### src/rtl/spi_slave_rx_word_fifo.sv
`default_nettype none
// ============================================================================
//  Module   : spi_slave_rx_word_fifo
//  Brief    : First-word-fall-through word FIFO between the SPI receive side
//             and the AXI write plug. It has a synchronous flush and a sticky
//             overflow flag.
//  Revision : 1.0 - initial release
// ============================================================================
module spi_slave_rx_word_fifo #(
  parameter int DATA_WIDTH = 32,
  parameter int DEPTH      = 8
) (
  input  logic                    axi_aclk,
  input  logic                    axi_areset,
  input  logic                    flush,
  input  logic [DATA_WIDTH-1:0]   in_data,
  input  logic                    in_valid,
  output logic                    in_ready,
  output logic [DATA_WIDTH-1:0]   out_data,
  output logic                    out_valid,
  input  logic                    out_ready,
  output logic [$clog2(DEPTH):0]  count,
  output logic                    full,
  output logic                    empty,
  output logic                    overflow
);

  // Index width and pointer width. The pointer carries one extra wrap bit.
  localparam int c_aw = $clog2(DEPTH);
  localparam int c_pw = c_aw + 1;

  logic [c_pw-1:0]       r_wr_ptr;
  logic [c_pw-1:0]       r_rd_ptr;
  logic                  r_overflow;
  logic [DATA_WIDTH-1:0] r_mem [DEPTH];

  logic                  w_full;
  logic                  w_empty;
  logic                  w_push;
  logic                  w_pop;
  logic                  w_wr_en;

  // Status flags come from the pointers only. This keeps the handshakes free
  // of any combinational path.
  assign w_full  = (r_wr_ptr[c_aw-1:0] == r_rd_ptr[c_aw-1:0]) &&
                   (r_wr_ptr[c_aw] != r_rd_ptr[c_aw]);
  assign w_empty = (r_wr_ptr == r_rd_ptr);

  // A full FIFO refuses a push even when a pop happens in the same cycle.
  assign w_push  = in_valid && !w_full;
  assign w_pop   = out_ready && !w_empty;
  // A flush or a reset discards a push that arrives in the same cycle.
  assign w_wr_en = w_push && !flush && !axi_areset;

  assign in_ready  = !w_full;
  assign out_valid = !w_empty;
  assign full      = w_full;
  assign empty     = w_empty;
  assign overflow  = r_overflow;
  // The pointer difference wraps modulo 2*DEPTH, so it is the fill level.
  assign count     = r_wr_ptr - r_rd_ptr;
  assign out_data  = r_mem[r_rd_ptr[c_aw-1:0]];

  // Pointer and overflow state. Priority is reset, then flush, then push/pop.
  always_ff @(posedge axi_aclk) begin
    if (axi_areset) begin
      r_wr_ptr   <= '0;
      r_rd_ptr   <= '0;
      r_overflow <= 1'b0;
    end else if (flush) begin
      r_wr_ptr   <= '0;
      r_rd_ptr   <= '0;
      r_overflow <= 1'b0;
    end else begin
      if (w_push) begin
        r_wr_ptr <= r_wr_ptr + 1'b1;
      end
      if (w_pop) begin
        r_rd_ptr <= r_rd_ptr + 1'b1;
      end
      if (in_valid && w_full) begin
        r_overflow <= 1'b1;
      end
    end
  end

  // Word storage is written only on an accepted push and is never reset.
  always_ff @(posedge axi_aclk) begin
    if (w_wr_en) begin
      r_mem[r_wr_ptr[c_aw-1:0]] <= in_data;
    end
  end

endmodule
`default_nettype wire

### config.mk
export PLATFORM = sky130hd
export DESIGN_NAME = spi_slave_rx_word_fifo
export DESIGN_NICKNAME = d
export VERILOG_FILES = /design/src/rtl/spi_slave_rx_word_fifo.sv
export SDC_FILE = /design/constraint.sdc
export NUM_CORES = 1
export LEC_CHECK = 0
export BUFFER_PORTS_ARGS = -buffer_cell sky130_fd_sc_hd__buf_2
export CORE_MARGIN = 2
export CORE_UTILIZATION = 25
export CTS_CLUSTER_SIZE = 30
export DETAILED_ROUTE_END_ITERATION = 12
export PLACE_DENSITY = 0.44
export SLEW_MARGIN = 30
export SYNTH_ARGS = -nofsm -noshare
export SYNTH_HDL_FRONTEND = slang
export SYNTH_SLANG_ARGS = --single-unit
### constraint.sdc
create_clock -name axi_aclk -period 11.4 [get_ports axi_aclk]
set_input_delay 0.57 -clock axi_aclk [delete_from_list [all_inputs] [get_ports axi_aclk]]
set_output_delay 0.57 -clock axi_aclk [all_outputs]
set_load 0.005 [all_outputs]
==> results.cfg <==
[drt]
ant_nets = 0
wl_per_cell_um = 20.3
remaining_drc_errors = 0
drt_wl_total_mm = 22.3
vias = 4696
first_pass_iters = 4
via_per_inst = 4.27
first_iter_violations = 261

[finish]
postLayoutCoreUtil_pct = 30.2
areaGrowthSynthToFinish_pct = 18.6
drive_gt1_share_pct = 35.0
nets = 594

[sta]
tns_ns = 0
rsz0062_at_grt = no
finalCritPeriodShare_pct = 31.2
skew_ns = 0.00980
hold_viol = 0
finalSetupViolCount = 0
drv_slew = 0
min_period_ns = 3.55
tightest_slew_ns = 0.871
fmax_mhz = 282
relSlewSlack_pct = 42.0

[status]
status = complete, no violations

[floorplanning]
io_pins = 78
die_x_um = 208
core_mm2 = 0.0410
die_height_um = 208
rows = 74
initial_core_util_pct = 25.5
die_area_mm2 = 0.0434

[worst_setup_path]
worstSetupEndpointType = primary output
slowest_delay_ns = 0.74
worst-setup-path-type = reg2out
crit_path_cell_trace = buf_4, mux4_1, mux2_2, buf_2
startpoint_type = register
required_ns = 10.83
cp_max_fo = 46
rrSetupSlack_ns = 8.59
crit_arrival_ns = 2.98
rr_startpoint = r_wr_ptr[2]
cp_slowest_cell = buf_4

[grt]
antenna_found_initial = 4
grt_pass1_wl_mm = 33.3
grt_use_total_pct = 10.3
grt_max_degree = 47
grt_pass1_vias = 5299
overflow = 0

[run]
max_cap_violations = 0

[cts]
htree_levels = 1
clk-insertion-delay-late_ns = 0.53
clockBufferDepth = 3
tritoncts = yes
cts_buffers = 29
hold_buffers = 0
cts_repair_resize_count = 0
clock-sinks = 268
clk_pin_slew_ns = 0.06
cts-root-buf = clkbuf_16
cts_setup_buffers = 0

[power_and_ir_drop]
p_seq_share_pct = 54.3
p_leak_nw = 3.94
switchingPower_uw = 388
comb_power_share_pct = 2.5
clockPowerShare_pct = 43.2
power.internal_mw = 1.61
p_sw_share_pct = 19.4
irDropWorstVdd_mv = 0.0952
power_density_mw_per_mm2 = 161

[logic_synthesis]
ys_types = 30
yosysWarnings = 0
syn_avg_cell_area_um2 = 23.0
synth_nets = 496
synthCells = 453
seq_area_frac_synth_pct = 75.9
netlist_area_mm2 = 0.0104
ys_seq_elements = 268

[min_path]
hold_path.class = in2reg
worstHoldStart = in_data[23]

[placement]
io_buffers = 77
gp_congestion = 0.720
dp_hpwl_mm = 12.2
==> stage by stage <==
| step | area [µm²] | power, mW | worst slack [ns] | instances | hold WS [ns] |
|---|---|---|---|---|---|
| global route | 12400 | 2.07 | 7.63 | 1100 | 0.291 |
| floorplan | 10400 | 1.13 | 7.32 | 453 | 0.460 |
| global placement | 11500 | 1.16 | 8.30 | 1051 | 0.456 |
| CTS | 12400 | 2.03 | 7.72 | 1100 | 0.284 |
| finish | 12400 | 2.00 | 7.85 | 1101 | 0.308 |
| detailed placement | 11500 | 1.16 | 8.30 | 1052 | 0.463 |
==> Yosys cell counts <==
| master | instances | area share (%) |
|---|---|---|
| edfxtp_1 | 256 | 74 |
| mux4_1 | 40 | 10 |
| mux2_2 | 32 | 3.5 |
| mux4_2 | 24 | 5.2 |
| nor2_1 | 14 | 0.50 |
| dfxtp_1 | 12 | 2.3 |
| inv_1 | 9 | 0.32 |
| buf_6 | 7 | 0.75 |
| nand2_1 | 7 | 0.25 |
| buf_2 | 6 | 0.29 |
| a21oi_1 | 5 | 0.24 |
| ha_1 | 5 | 0.60 |
| xnor2_1 | 5 | 0.42 |
| buf_1 | 4 | 0.14 |
| nand3_1 | 4 | 0.19 |
| clkbuf_1 | 3 | 0.11 |
| xor2_1 | 3 | 0.25 |
| nand4_1 | 2 | 0.12 |
| nor3_1 | 2 | 0.096 |
| o211ai_1 | 2 | 0.14 |
| o21ai_0 | 2 | 0.096 |
| a21o_1 | 1 | 0.072 |
| and3_1 | 1 | 0.060 |
| fa_1 | 1 | 0.19 |
| nand2b_1 | 1 | 0.060 |
| o21ai_2 | 1 | 0.084 |
| or2_2 | 1 | 0.060 |
| or3_1 | 1 | 0.060 |
| or3_4 | 1 | 0.11 |
| xnor2_2 | 1 | 0.16 |
==> power by group through the flow <==
| stage | clock network (mW) | registers [mW] | logic [mW] |
|---|---|---|---|
| after global placement | 0 | 1.11 | 0.0497 |
| after detailed placement | 0 | 1.11 | 0.0515 |
| after global routing | 0.927 | 1.08 | 0.0557 |
| after floorplan | 0 | 1.11 | 0.0234 |
| final | 0.863 | 1.08 | 0.0499 |
| after CTS | 0.892 | 1.08 | 0.0518 |
==> metal layers <==
layer  vias to the layer above  wire [µm]  global-route usage, %  part of all wire (%)
li1                       2105          -                      -                     -
met1                      2471       9640                   12.7                    43
met2                        87      11100                   18.2                    50
met3                        27       1200                   2.72                   5.4
met4                         6        292                   2.06                   1.3
met5                         -         38                      0                  0.17
==> area by class of cell <==
cell class                 instances  area, µm²
antenna                            1       2.50
clock buffer                      32        737
clock inverter                    16        135
fill                            3958      28600
inverter                           9       33.8
multi-input combinational        156       2400
sequential                       268       7940
tap                              532        666
timing repair buffer              87        473
==> cells in the final DEF (no fill, tap or decap), drive strengths merged, types with 6 or more instances in the layout <==
| cell | count |
|---|---|
| xnor2 | 6 |
| edfxtp | 256 |
| clkbuf | 32 |
| mux4 | 64 |
| inv | 9 |
| mux2 | 32 |
| nand2 | 7 |
| dfxtp | 12 |
| clkinv | 10 |
| buf | 87 |
| nor2 | 14 |
==> worst max-delay path: cells and delay by family (launching register included) <==
kind / cells / cell delay, ns
buffers and inverters: 2 / 0.88
DFF: 1 / 0.58
muxes: 2 / 0.94
==> cell families (layout without fill, tap and decap cells) <==
kind of cell    count (synthesis)  after routing  synth area share, %
compound gates                 11             11                0.635
xor+xnor                        9              9                0.827
fa+ha+maj                       6              6                0.791
buf+inv                        29            144                 1.62
flops                         268            268                 75.9
mux                            96             96                 18.7
other cells                     0              1                    0
simple gates                   34             34                 1.51
==> sequential cells by signal (all words and copies together), names as in the netlist, named ones only <==
register / flops
r_mem: 256
r_rd_ptr: 4
overflow: 1
r_wr_ptr: 4
==> final timing paths <==
path                            cells after the start      endpoint
worst max-delay path                                4  out_data[15]
worst min-delay path                                1  r_mem[2][23]
worst min register to register                      2      overflow
worst max register to register                      6  r_mem[1][11]
(Power assumes the default switching activity.)
